[config.mk]
export PLATFORM = sky130hd
export DESIGN_NAME = shift_iter
export DESIGN_NICKNAME = d
export VERILOG_FILES = /design/src/rtl/shift_pkg.sv /design/src/rtl/shift_stage.sv /design/src/rtl/shift_iter.sv
export SDC_FILE = /design/constraint.sdc
export NUM_CORES = 1
export LEC_CHECK = 0
export BUFFER_PORTS_ARGS = -buffer_cell sky130_fd_sc_hd__buf_2
export CELL_PAD_IN_SITES_DETAIL_PLACEMENT = 1
export CELL_PAD_IN_SITES_GLOBAL_PLACEMENT = 1
export CORE_MARGIN = 2
export CORE_UTILIZATION = 42
export DETAILED_ROUTE_END_ITERATION = 7
export PLACE_DENSITY_LB_ADDON = 0.1
export SYNTH_ARGS = -nofsm -noshare
export SYNTH_HDL_FRONTEND = slang
export SYNTH_SLANG_ARGS = --single-unit
[constraint.sdc]
create_clock -name clk -period 2.4 [get_ports clk]
set_clock_uncertainty 0.2 [all_clocks]
set_input_delay 0.72 -clock clk [delete_from_list [all_inputs] [get_ports clk]]
set_output_delay 0.72 -clock clk [all_outputs]
set_load 0.02 [all_outputs]
[src/rtl/shift_pkg.sv]
// Shared encodings and sizing for the iterative shifter.
// Op 11 is a rotate-left only when SHIFT_ROTATE_EN is defined; otherwise it decodes as SHL.
package shift_pkg;

   localparam int DATA_W = 32;
   localparam int AMT_W  = 5;

   typedef enum logic [1:0] {
      OP_SHL = 2'b00,
      OP_SHR = 2'b01,
      OP_SAR = 2'b10,
      OP_ROL = 2'b11
   } op_e;

   typedef enum logic [1:0] {
      ST_IDLE  = 2'b00,
      ST_SHIFT = 2'b01,
      ST_DONE  = 2'b10
   } state_e;

   // Index of the highest set bit of the remaining distance (0 when none set).
   function automatic logic [2:0] top_bit(input logic [AMT_W-1:0] rem);
      logic [2:0] k;
      k = '0;
      for (int i = 0; i < AMT_W; i++) begin
         if (rem[i]) k = 3'(i);
      end
      return k;
   endfunction

endpackage

[src/rtl/shift_stage.sv]
// One combinational shift stage: moves data by 2^k positions according to op.
// Rotate wrap logic exists only when SHIFT_ROTATE_EN is defined.
module shift_stage
   import shift_pkg::*;
(
   input  logic [DATA_W-1:0] i_data,
   input  logic [1:0]        i_op,
   input  logic [2:0]        i_k,
   output logic [DATA_W-1:0] o_data
);

   logic [5:0] w_dist;

   assign w_dist = 6'd1 << i_k;

   always_comb begin
      o_data = i_data << w_dist;
      case (op_e'(i_op))
         OP_SHL: o_data = i_data << w_dist;
         OP_SHR: o_data = i_data >> w_dist;
         // Sign bit stays put across stages, so repeated SAR keeps the original fill.
         OP_SAR: o_data = $unsigned($signed(i_data) >>> w_dist);
`ifdef SHIFT_ROTATE_EN
         OP_ROL: o_data = (i_data << w_dist) | (i_data >> (6'd32 - w_dist));
`else
         OP_ROL: o_data = i_data << w_dist;
`endif
         default: o_data = i_data << w_dist;
      endcase
   end

endmodule

[src/rtl/shift_iter.sv]
// Iterative 32-bit shifter: one power-of-two stage per cycle, largest first, valid/ready on both sides.
// Optional rotate for op 11 is enabled by defining SHIFT_ROTATE_EN.
module shift_iter
   import shift_pkg::*;
(
   input  logic              clk,
   input  logic              rst_n,
   input  logic              in_valid,
   output logic              in_ready,
   input  logic [DATA_W-1:0] data_in,
   input  logic [AMT_W-1:0]  amt,
   input  logic [1:0]        op,
   output logic              out_valid,
   input  logic              out_ready,
   output logic [DATA_W-1:0] data_out,
   output logic              busy
);

   state_e            r_state;
   state_e            w_state_next;
   logic [DATA_W-1:0] r_acc;
   logic [AMT_W-1:0]  r_rem;
   logic [1:0]        r_op;
   logic [2:0]        w_k;
   logic [AMT_W-1:0]  w_rem_clr;
   logic [DATA_W-1:0] w_stage_out;
   logic              w_accept;

   assign w_k       = top_bit(r_rem);
   assign w_rem_clr = r_rem & ~(AMT_W'(1) << w_k);
   assign w_accept  = in_valid && (r_state == ST_IDLE);

   shift_stage u_stage (
      .i_data (r_acc),
      .i_op   (r_op),
      .i_k    (w_k),
      .o_data (w_stage_out)
   );

   always_ff @(posedge clk or negedge rst_n) begin
      if (!rst_n) r_state <= ST_IDLE;
      else        r_state <= w_state_next;
   end

   always_comb begin
      w_state_next = r_state;
      case (r_state)
         ST_IDLE:  if (in_valid) w_state_next = (amt == '0) ? ST_DONE : ST_SHIFT;
         ST_SHIFT: if (w_rem_clr == '0) w_state_next = ST_DONE;
         ST_DONE:  if (out_ready) w_state_next = ST_IDLE;
         default:  w_state_next = ST_IDLE;
      endcase
   end

   always_comb begin
      in_ready  = (r_state == ST_IDLE);
      out_valid = (r_state == ST_DONE);
      busy      = (r_state != ST_IDLE);
      data_out  = r_acc;
   end

   always_ff @(posedge clk or negedge rst_n) begin
      if (!rst_n) begin
         r_acc <= '0;
         r_rem <= '0;
         r_op  <= OP_SHL;
      end else if (w_accept) begin
         r_acc <= data_in;
         r_rem <= amt;
         r_op  <= op;
      end else if (r_state == ST_SHIFT) begin
         r_acc <= w_stage_out;
         r_rem <= w_rem_clr;
      end
   end

endmodule

==> flow_metrics.py, run 1 <==
metrics = {
    "critical_path": {
        "cp-end-kind": "flip-flop",
        "rrSetupSlack_ps": 1,
        "cp_top_family": "compound AO/OA/AOI/OAI gates",
        "ff2ff_path_depth": 6,
        "critPathRequiredTime_ps": 2380,
        "arrival_ps": 2380,
        "crit_path_cell_trace": "nor4_2, buf_4, a21oi_1, a311oi_1, o32ai_1, a221o_1",
        "crit_type": "reg -> reg",
        "critPathSlowestCell": "dfrtp_4",
        "worstReg2RegEnd": "data_out[14]",
        "slowest_delay_ps": 590,
        "start_kind": "flip-flop",
        "r2r-start": "r_rem[1]",
        "critPathBufInv": 1,
        "critPathMaxFanout": 16,
    },
    "grt": {
        "grt_usage": 0.417,
        "antenna_found_initial": 1,
        "grt_pass1_vias": 6417,
        "grt_pass1_wl_um": 39600,
        "grt_overflow": 0,
        "grt_start_max_net_pins": 30,
    },
    "synthesis": {
        "synth_fa_ha_area_frac": 0.00733,
        "synth_top_area_frac": 0.215,
        "syn_inst": 673,
        "ys_warn_count": 0,
        "syn_area_mm2": 0.00478,
        "synth_top_family_by_area": "compound AO/OA/AOI/OAI gates",
        "synth_area_leaders": "dfrtp_1, nand2_1, a21oi_1, o21ai_0, mux2i_1",
        "syn_nets": 718,
        "synth_xor_area_frac": 0,
        "synth_top_cell_by_area": "dfrtp_1",
        "postSynthAreaPerCell_um2": 7.11,
        "yosysUniqueCellTypes": 72,
        "ys_ff_latch": 41,
        "yosysSeqAreaShare": 0.215,
        "synth_edf_count": 0,
        "synthArstFlopShare": 1.00,
        "yosys.area_share.simple": 0.212,
        "ys.flop_type": "dfrtp_1",
        "muxShareOfSynthArea": 0.0651,
        "synth-compound-area-share": 0.402,
    },
    "detailed_routing": {
        "avgRoutedWirePerCell_um": 28.8,
        "ant_nets": 0,
        "via_per_inst": 7.16,
        "routed-via-count": 6444,
        "dr.pass1.iters": 6,
        "drt_iter0_drc": 816,
        "drc": 0,
        "wirelength_um": 25900,
    },
    "clock_tree": {
        "cts_buffer_depth": 2,
        "cts_hold_buf": 0,
        "cts_root_buf": "clkbuf_16",
        "clock-sinks": 41,
        "cts_buffers": 5,
        "clkTransAtPathRegs_ps": 70,
        "cts_tree": "yes",
        "clkLatencyLatePin_ps": 300,
        "h-tree-depth": 2,
    },
    "timing": {
        "fin_crit_sh": 0.999,
        "tns_ps": 0,
        "maxSlewHeadroom": 0.531,
        "rsz0062_at_grt": "false",
        "setup_violations": 0,
        "hold_viol_final": 0,
        "max_freq_mhz": 417,
        "min_period_ps": 2400,
        "worst-slew-pin-transition_ps": 703,
        "drv_slew": 0,
    },
    "layout": {
        "layout-drive-gt1-share": 0.270,
        "synthToLayoutAreaGrowth_pct": 23.4,
        "nets": 804,
        "fill_cells": 1439,
        "antenna_cells": 0,
    },
    "place": {
        "dpl.hpwl_um": 19000,
        "portBuffers": 77,
        "place.gp.congestion": 1.06,
    },
    "floorplan": {
        "fp.dieH_um": 111,
        "core_mm2": 0.0110,
        "start_util": 0.435,
        "die_area_mm2": 0.0123,
        "ios": 78,
        "rows": 38,
        "dieWidth_um": 111,
    },
    "flow_run": {
        "cap_violations": 0,
    },
    "min_path": {
        "hp-class": "in -> async",
    },
    "status": {
        "status": "completed",
    },
}
[per-stage QoR]
stage / util / instance area (um^2) / hold slack [ps] / std cells / setup slack [ps]
final: 0.537 / 5900 / 167 / 900 / 1.35
after global routing: 0.537 / 5900 / 189 / 900 / 2.49
after CTS: 0.534 / 5870 / 181 / 898 / 5.02
after detailed placement: 0.521 / 5720 / 373 / 890 / -29.9
after global placement: 0.521 / 5720 / 357 / 890 / 64.7
after floorplan: - / 4780 / 224 / 673 / 268
[cell type report]
cell class                      count  area [um^2]  area share
Multi-Input combinational cell    524         3300       0.559
Tap cell                          140          175      0.0297
Clock buffer                        8          146      0.0248
Inverter                           21         78.8      0.0134
Timing Repair Buffer              166         1170       0.198
Sequential cell                    41         1030       0.175
[kinds of logic after synthesis]
kind of cell / Yosys count
muxes: 30
and+or+nand+nor: 202
AOI/OAI and AO/OA: 289
DFF: 41
adders and majority gates: 3
buffers and inverters: 108
[what timing repair did]
action                     in CTS  in global routing
setup buffers                   0                  2
gates resized for setup         0                  6
setup endpoints to repair       0                 10
hold endpoints to repair        0                  0
[cells in the mapped netlist, types with 4 or more instances]
library cell,instances
nand2_1,72
o211ai_1,15
a22o_1,5
a211oi_1,16
nand2b_1,16
or3_1,6
inv_2,4
o31ai_1,8
mux2_2,7
o221ai_1,10
nor2_1,43
a22oi_1,8
inv_1,17
buf_4,6
o22ai_1,32
o21ai_0,45
buf_1,5
o21ai_1,19
clkbuf_1,49
nor3_1,7
o21a_1,4
a31oi_1,16
a311oi_1,5
dfrtp_1,41
a21o_1,5
nor3b_1,5
mux2i_1,21
nor2b_1,15
o2111ai_1,4
a21oi_1,53
buf_2,24
a221oi_1,8
nand3_1,17
[layout by cell type (no fill, tap or decap), types with 19 or more instances in the layout]
cell type	instances
o22ai_1	32
a21oi_1	53
dfrtp_1	37
buf_4	80
nand2_1	72
buf_2	77
o21ai_0	45
mux2i_1	21
o21ai_1	19
nor2_1	43
[how the worst max path moves through the flow]
stage,endpoint,from,depth (start not counted)
floorplan,data_out[22],in_valid,6
global placement,data_out[22],in_valid,6
detailed placement,data_out[22],in_valid,6
CTS,data_out[13],r_op[1],6
global route,data_out[27],r_rem[3],7
finish,data_out[14],r_rem[1],6
[flip-flops by register name, summed over array words and instances (netlist names)]
| signal | count |
|---|---|
| data_out | 32 |
| r_rem | 5 |
| r_op | 2 |
| r_state | 2 |
[metal layers]
metal,GRT usage,up-vias,share of wire
li1,-,2692,-
met1,0.562,3130,0.40
met2,0.613,499,0.43
met3,0.124,121,0.12
met4,0.193,2,0.051
met5,0,-,0.00050
Power of run 1 is left out: the tool's default activity adds up to more than one toggle a clock period on the data nets, which glitch-free logic cannot reach.
==> inputs of run 2 (changes only) <==
--- a/config.mk
+++ b/config.mk
@@ -9,7 +9,7 @@
 export CELL_PAD_IN_SITES_DETAIL_PLACEMENT = 1
 export CELL_PAD_IN_SITES_GLOBAL_PLACEMENT = 1
 export CORE_MARGIN = 2
-export CORE_UTILIZATION = 42
+export CORE_UTILIZATION = 30
 export DETAILED_ROUTE_END_ITERATION = 7
 export PLACE_DENSITY_LB_ADDON = 0.1
 export SYNTH_ARGS = -nofsm -noshare
==> run 2 against run 1 <==
Compared with the run above:
- fmax up 3.1%
- sequential share of layout area down 0.78 points
- non-clock buffer count grew 25
- worst hold slack better by 92 ps
- sequential cell count unchanged
- global-route usage shrank 7.3 points
- setup slack improved by 72 ps
- cell count grew 11%
- critical path type unchanged
==> flow_metrics.py, run 2 (synthesized netlist as in run 1, its figures left out) <==
metrics = {
    "clock_tree": {
        "h-tree-depth": 2,
        "clkTransAtPathRegs_ps": 70,
        "cts_tree": "yes",
        "cts_buffer_depth": 2,
        "clkLatencyLatePin_ps": 310,
        "cts_hold_buf": 0,
        "clock-sinks": 41,
        "cts_buffers": 5,
        "cts_root_buf": "clkbuf_16",
    },
    "timing": {
        "hold-worst-slack_ps": 259,
        "hold_viol_final": 0,
        "worst-slew-pin-transition_ps": 611,
        "min_period_ps": 2330,
        "rsz0062_at_grt": "true",
        "max_freq_mhz": 430,
        "setup_violations": 0,
        "maxSlewHeadroom": 0.593,
        "drv_slew": 0,
        "fin_crit_sh": 0.969,
    },
    "detailed_routing": {
        "dr.pass1.iters": 6,
        "drt_iter0_drc": 676,
        "avgRoutedWirePerCell_um": 28.6,
        "routed-via-count": 6342,
        "wirelength_um": 28600,
        "ant_nets": 0,
        "drc": 0,
        "via_per_inst": 6.34,
    },
    "place": {
        "dpl.hpwl_um": 21300,
        "portBuffers": 77,
        "place.gp.congestion": 0.998,
    },
    "layout": {
        "layout_commonest_cell": "buf_4",
        "synthToLayoutAreaGrowth_pct": 29.1,
        "nets": 829,
        "fill_cells": 1981,
        "layout-drive-gt1-share": 0.297,
        "final_cell_mix": "buf_4, buf_2, nand2_1, a21oi_1, o21ai_0",
        "largest_reg_flops": 32,
        "antenna_cells": 0,
    },
    "floorplan": {
        "core_mm2": 0.0157,
        "die_area_mm2": 0.0170,
        "fp.dieH_um": 130,
        "rows": 46,
        "dieWidth_um": 130,
        "ios": 78,
        "start_util": 0.304,
    },
    "grt": {
        "antenna_found_initial": 0,
        "grt_pass1_wl_um": 42800,
        "grt_pass1_vias": 6492,
        "grt_overflow": 0,
        "grt_usage": 0.344,
        "grt_start_max_net_pins": 33,
    },
    "critical_path": {
        "start_kind": "flip-flop",
        "cp-end-kind": "flip-flop",
        "cp_top_family": "simple AND/OR/NAND/NOR gates",
        "critPathBufInv": 1,
        "rrSetupSlack_ps": 70,
        "critPathRequiredTime_ps": 2390,
        "arrival_ps": 2310,
        "slowest_delay_ps": 570,
        "crit_type": "reg -> reg",
        "critPathSlowestCell": "or4_4",
        "critPathMaxFanout": 12,
        "crit_path_cell_trace": "buf_4, or4_4, nor2_4, nor2_1, a2111oi_2, a21oi_1",
    },
    "status": {
        "status": "completed",
    },
    "min_path": {
        "hp-class": "in -> async",
    },
    "flow_run": {
        "cap_violations": 0,
    },
}
[run 2: changes by cell type in the layout (fill, tap and decap cells not counted), moves of 2 or more]
| cell | before | now |
|---|---|---|
| buf_12 | 9 | 5 |
| buf_4 | 80 | 106 |
| buf_6 | 0 | 3 |
| clkbuf_1 | 2 | 0 |
[run 2: final cells by class]
cell class / count / area (um^2) / share of cell area
Inverter: 21 / 78.8 / 0.0128
Tap cell: 216 / 270 / 0.0438
Multi-Input combinational cell: 524 / 3310 / 0.535
Timing Repair Buffer: 191 / 1320 / 0.213
Sequential cell: 41 / 1030 / 0.167
Clock buffer: 5 / 125 / 0.0203
Clock inverter: 3 / 46.3 / 0.00750
[run 2: routing by layer]
metal | share of wire | vias to the layer above | track usage
met2 | 0.45 | 335 | 0.551
met3 | 0.074 | 92 | 0.0533
li1 | - | 2753 | -
met1 | 0.43 | 3162 | 0.461
met4 | 0.048 | 0 | 0.143
met5 | 0 | - | 0
[run 2: path summary, 6_finish.rpt]
check / start / end / cells after the start
max: r_rem[2] / data_out[10] / 6
min: rst_n / data_out[31] / 2
max reg2reg: r_rem[2] / data_out[10] / 6
min reg2reg: r_op[1] / r_op[1] / 2
max in group asynchronous: rst_n / data_out[12] / 2
min in group clk: r_op[1] / r_op[1] / 2
[run 2: repair_timing]
action | in CTS | in global routing
pin swaps | 0 | 3
buffers inserted | 0 | 4
gates resized for setup | 2 | 8
gates cloned | 0 | 0
setup endpoints to repair | 2 | 12
[run 2: worst register-to-register path, cell delays in order, from the launching register on]
cell and delay, ps:
dfrtp_2 550, buf_4 240, or4_4 570, nor2_4 120, nor2_1 70, a2111oi_2 360, a21oi_1 110
[run 2: per-stage QoR]
stage	util	setup TNS (ps)	cells	setup WS, ps	area (um^2)
2_1_floorplan	-	0	673	268	4780
3_3_place_gp	0.377	-55.4	989	-55.4	5930
3_5_place_dp	0.377	-47.8	989	-31.2	5930
4_1_cts	0.389	0	997	11.6	6110
5_1_grt	0.393	-25.6	1001	-19.2	6180
6_report	0.393	0	1001	73.6	6180
Power of run 2 is left out for the same reason.
